## config.mk

```make
export PLATFORM = sky130hd
export DESIGN_NAME = aes_ctr_sequencer
export DESIGN_NICKNAME = d
export VERILOG_FILES = /design/src/rtl/aes_ctr_sequencer.sv
export SDC_FILE = /design/constraint.sdc
export NUM_CORES = 2
export LEC_CHECK = 0
export ABC_AREA = 0
export CAP_MARGIN = 30
export CORE_AREA = 3 3 459 461
export CTS_CLUSTER_DIAMETER = 80
export DETAILED_ROUTE_END_ITERATION = 16
export DIE_AREA = 0 0 462 464
export GPL_TIMING_DRIVEN = 0
export PLACE_DENSITY = 0.31
export SLEW_MARGIN = 20
export SYNTH_ARGS = -nofsm -noshare
export SYNTH_HDL_FRONTEND = slang
export SYNTH_SLANG_ARGS = --single-unit
export TNS_END_PERCENT = 30
```

## constraint.sdc

```tcl
create_clock -name clk -period 25.6 [get_ports clk]
set_input_delay 3.84 -clock clk [delete_from_list [all_inputs] [get_ports clk]]
set_output_delay 3.84 -clock clk [all_outputs]
set_load 0.01 [all_outputs]
```

## src/rtl/aes_ctr_sequencer.sv

```systemverilog
// AES-256 CTR-mode sequencer: drives the cipher core one block at a time
// and XORs the returned keystream onto a valid/ready data stream.
module aes_ctr_sequencer #(
  parameter int CTR_W   = 32,
  parameter int TIMEOUT = 64
) (
  input  logic         clk,
  input  logic         rst,
  input  logic         cfg_load,
  input  logic [127:0] cfg_iv,
  input  logic [255:0] cfg_key,
  input  logic         in_valid,
  output logic         in_ready,
  input  logic [127:0] in_data,
  input  logic         in_last,
  output logic         out_valid,
  input  logic         out_ready,
  output logic [127:0] out_data,
  output logic         out_last,
  output logic         core_start,
  output logic [127:0] core_block,
  output logic [255:0] core_key,
  input  logic         core_done,
  input  logic [127:0] core_result,
  output logic         busy,
  output logic         err_timeout,
  output logic         err_wrap
);

  localparam int WCW = $clog2(TIMEOUT + 1);

  typedef enum logic [2:0] {S_IDLE, S_GEN, S_WAIT, S_READY, S_OUT} state_t;

  state_t             r_state, w_next;
  logic [127:0]       r_ctr, r_ks, r_out_data;
  logic [255:0]       r_key;
  logic               r_out_valid, r_out_last, r_err_timeout, r_err_wrap;
  logic [WCW-1:0]     r_wait_cnt;

  logic [WCW-1:0]     w_wait_inc;
  logic [CTR_W-1:0]   w_ctr_low_inc;
  logic               w_timeout, w_low_ones;
  logic               w_in_ready, w_core_start, w_busy;

  assign w_wait_inc    = r_wait_cnt + 1'b1;
  // Timeout fires when the post-increment count reaches TIMEOUT-1; a
  // simultaneous core_done takes priority.
  assign w_timeout     = (r_state == S_WAIT) && !core_done &&
                         (w_wait_inc == WCW'(TIMEOUT - 1));
  assign w_ctr_low_inc = r_ctr[CTR_W-1:0] + 1'b1;
  assign w_low_ones    = &r_ctr[CTR_W-1:0];

  always_ff @(posedge clk or posedge rst) begin
    if (rst) r_state <= S_IDLE;
    else     r_state <= w_next;
  end

  always_comb begin
    w_next       = r_state;
    w_in_ready   = 1'b0;
    w_core_start = 1'b0;
    w_busy       = 1'b1;
    case (r_state)
      S_IDLE: begin
        w_busy = 1'b0;
        if (cfg_load) w_next = S_GEN;
      end
      S_GEN: begin
        w_core_start = 1'b1;
        w_next       = S_WAIT;
      end
      S_WAIT: begin
        if (core_done)      w_next = S_READY;
        else if (w_timeout) w_next = S_IDLE;
      end
      S_READY: begin
        w_in_ready = 1'b1;
        if (in_valid) w_next = S_OUT;
      end
      S_OUT: begin
        // A pending wrap ends the session even without in_last.
        if (out_ready) w_next = (r_out_last || r_err_wrap) ? S_IDLE : S_GEN;
      end
      default: w_next = S_IDLE;
    endcase
  end

  always_ff @(posedge clk or posedge rst) begin
    if (rst) begin
      r_ctr         <= '0;
      r_key         <= '0;
      r_ks          <= '0;
      r_out_data    <= '0;
      r_out_valid   <= 1'b0;
      r_out_last    <= 1'b0;
      r_err_timeout <= 1'b0;
      r_err_wrap    <= 1'b0;
      r_wait_cnt    <= '0;
    end else begin
      case (r_state)
        S_IDLE: begin
          if (cfg_load) begin
            r_ctr         <= cfg_iv;
            r_key         <= cfg_key;
            r_err_timeout <= 1'b0;
            r_err_wrap    <= 1'b0;
          end
        end
        S_GEN: r_wait_cnt <= '0;
        S_WAIT: begin
          r_wait_cnt <= w_wait_inc;
          if (core_done)      r_ks          <= core_result;
          else if (w_timeout) r_err_timeout <= 1'b1;
        end
        S_READY: begin
          if (in_valid) begin
            r_out_data        <= in_data ^ r_ks;
            r_out_last        <= in_last;
            r_out_valid       <= 1'b1;
            r_ctr[CTR_W-1:0]  <= w_ctr_low_inc;
            if (w_low_ones && !in_last) r_err_wrap <= 1'b1;
          end
        end
        S_OUT: begin
          if (out_ready) r_out_valid <= 1'b0;
        end
        default: ;
      endcase
    end
  end

  assign in_ready    = w_in_ready;
  assign core_start  = w_core_start;
  assign busy        = w_busy;
  assign out_valid   = r_out_valid;
  assign out_data    = r_out_data;
  assign out_last    = r_out_last;
  assign core_block  = r_ctr;
  assign core_key    = r_key;
  assign err_timeout = r_err_timeout;
  assign err_wrap    = r_err_wrap;

endmodule

```

==> impl_metrics.tcl <==
set metrics [dict create \
    rr_startpoint "r_state[2]" \
    ctsHtreeMaxLevel 3 \
    fp.coreArea_sq_um 207000 \
    worstPathMaxFanout 10 \
    firstDrtPassIters 7 \
    grt_overflow 0 \
    final.setup.worst_slack_ns 18.76 \
    synth_top_area_share 0.616 \
    outcome "finished, final reports clean" \
    hold_viol_final 0 \
    synthesis.area_sq_um 26600 \
    io_pins 1166 \
    ys_async_sr_fraction 1.00 \
    seq_area_frac_synth 0.616 \
    synth_ff_type "dfrtp_1" \
    grt_max_degree 84 \
    leakage_nw 19.6 \
    initial_utilization 0.128 \
    start_kind "flop" \
    clock_latency_ns 0.72 \
    rows 167 \
    fin_crit_sh 0.267 \
    cts_setup_buffers 0 \
    root_buffer "clkbuf_16" \
    die_x_microns 462 \
    slew_headroom 0.292 \
    synth_common_cells "nand2_1, dfrtp_1, o21ai_0" \
    routed_wl_mm 157 \
    synth_nets 3294 \
    crit_required_ns 21.76 \
    grt_pass1_wl_mm 214 \
    rsz0062_at_grt "false" \
    crit_arrival_ns 3.00 \
    area_growth_syn_to_layout_pct 70.2 \
    whs_ns 0.470 \
    timing.fmax_mhz 146 \
    place_ws_ns 18.48 \
    antenna_found_initial 101 \
    nNetsFinal 4570 \
    vias_per_cell 3.53 \
    grt_pass1_vias 25300 \
    peakVddDrop_uv 52.8 \
    synth_area_per_cell_sq_um 10.0 \
    power.density_nw_per_um2 123 \
    maxCapViolations 0 \
    fin_total_pwr_mw 5.57 \
    cts-hold-fix-buffers 0 \
    synth-seq-cells 654 \
    cts_buffers 96 \
    fin_crit_ns 6.84 \
    synth_area_leaders "dfrtp_1, nand2_1, mux2_2, xnor2_1, o21ai_0" \
    path_class "reg2out" \
    place_hpwl_mm 126 \
    worstMarginPinSlew_ns 1.05 \
    drc 0 \
    track_usage 0.143 \
    synth_top_area_cell "dfrtp_1" \
    setup_viol 0 \
    clk_path_buf_depth 3 \
    synth_edf_count 0 \
    post_cts_resized 0 \
    layout-drive-gt1-share 0.105 \
    finalMaxSlewViolations 0 \
    hold_class "reg2reg" \
    fp.dieH_microns 464 \
    ys_warn_count 0 \
    fillers 22700 \
    yosys.cell_count.top_type "nand2_1" \
    postLayoutCoreUtil 0.218 \
    postRouteAntennaNets 0 \
    dieArea_sq_um 214000 \
    worstSetupEndpointType "primary output" \
    skew_ns 0.0399 \
    port_buffers 1165 \
    vias 23800 \
    drt_first_iter_violations 1076 \
    clkTransAtPathRegs_ns 0.06 \
    gp_congestion 0.799 \
    drt-wirelength-per-cell_microns 23.3 \
    worstHoldStart "core_key[249]" \
    clock_sinks 654 \
    cts_tree "done" \
    startpoint "r_state[0]" \
    syn_inst 2644 \
    setup-tns-final_ns 0 \
    synth_cell_type_count 68 \
]
[area by class of cell]
type,count,area [sq um],area share
inverter,7,33.8,0.000748
timing repair buffer,1178,11900,0.264
clock buffer,139,2840,0.0628
clock inverter,37,379,0.00839
multi-input combinational,1840,9380,0.208
tap,2704,3380,0.0749
sequential,654,16400,0.362
antenna,38,95.1,0.00210
buffer,143,777,0.0172
[report_power, final]
part | switching, mW | internal, mW
registers | 0.331 | 1.53
clock network | 0.560 | 0.794
logic | 1.21 | 1.15
[worst paths after layout]
path	end	slack, ns	depth (start not counted)
worst max-delay path	in_ready	18.76	5
worst min-delay path	core_key[249]	0.47	2
worst max register to register	core_key[210]	22.82	7
worst min register to register	core_key[249]	0.47	2
max in group asynchronous	r_ks[4]	19.72	6
min in group asynchronous	core_key[220]	3.54	2
[metal layers]
| layer | track usage | up-vias | routed length [microns] |
|---|---|---|---|
| met5 | 0 | - | 658 |
| met4 | 0.0244 | 110 | 2570 |
| met3 | 0.0809 | 257 | 19700 |
| met2 | 0.247 | 958 | 76400 |
| met1 | 0.152 | 11300 | 57800 |
| li1 | - | 11200 | - |
[sequential cells by signal, summed over array words and instances, names as in the netlist]
register     cells
r_state          3
err_wrap         1
err_timeout      1
core_block     128
out_valid        1
r_wait_cnt       7
out_last         1
core_key       256
out_data       128
r_ks           128
[metrics by stage]
stage,area (sq um),cells
after global placement,41600,6513
after floorplan,26600,2644
after CTS,45100,6701
after global routing,45100,6707
after detailed placement,41900,6525
final,45200,6740
[worst max-delay path, stage by stage (launching register included)]
cell             delay (ns)
dfrtp_1                0.51
buf_4                  0.23
nand3b_2               0.30
inv_2                  0.25
buf_2                  0.35
clkdlybuf4s50_1        0.66
[cell families after synthesis]
logic type,share of synthesized area
buffers and inverters,0.0303
muxes,0.0558
AOI/OAI and AO/OA,0.0511
and+or+nand+nor,0.202
adders and majority gates,0.00141
DFF,0.616
xor gates and xnor gates,0.0429
[cells in the final DEF, fill, tap and decap left out, types with 4 or more instances in the layout]
cell type        Yosys  final
nand2_1           1216   1216
clkdlybuf4s50_1      0   1165
dfrtp_1            654    654
o21ai_0            155    155
xnor2_1            130    130
mux2_2             118    118
clkbuf_16            0     97
buf_2               93     93
clkbuf_1            29     46
diode_2              0     38
nor2_1              28     28
clkbuf_8             0     25
a21oi_1             21     21
and3_1              17     17
nand4_1             17     17
buf_6               14     16
clkinv_2             0     15
nand3_1             13     13
a31oi_1             11     11
mux2_1              10     10
a311oi_1            10     10
buf_16               0      8
buf_4                5      6
nor3_1               6      6
a211oi_1             6      6
inv_6                0      6
clkinvlp_4           0      6
and2_1               5      5
inv_1                6      5
nor3b_1              5      5
mux2i_1              4      4
nor4_1               4      4
or3_1                4      4
Note: power is estimated with default switching activity, not from simulation.
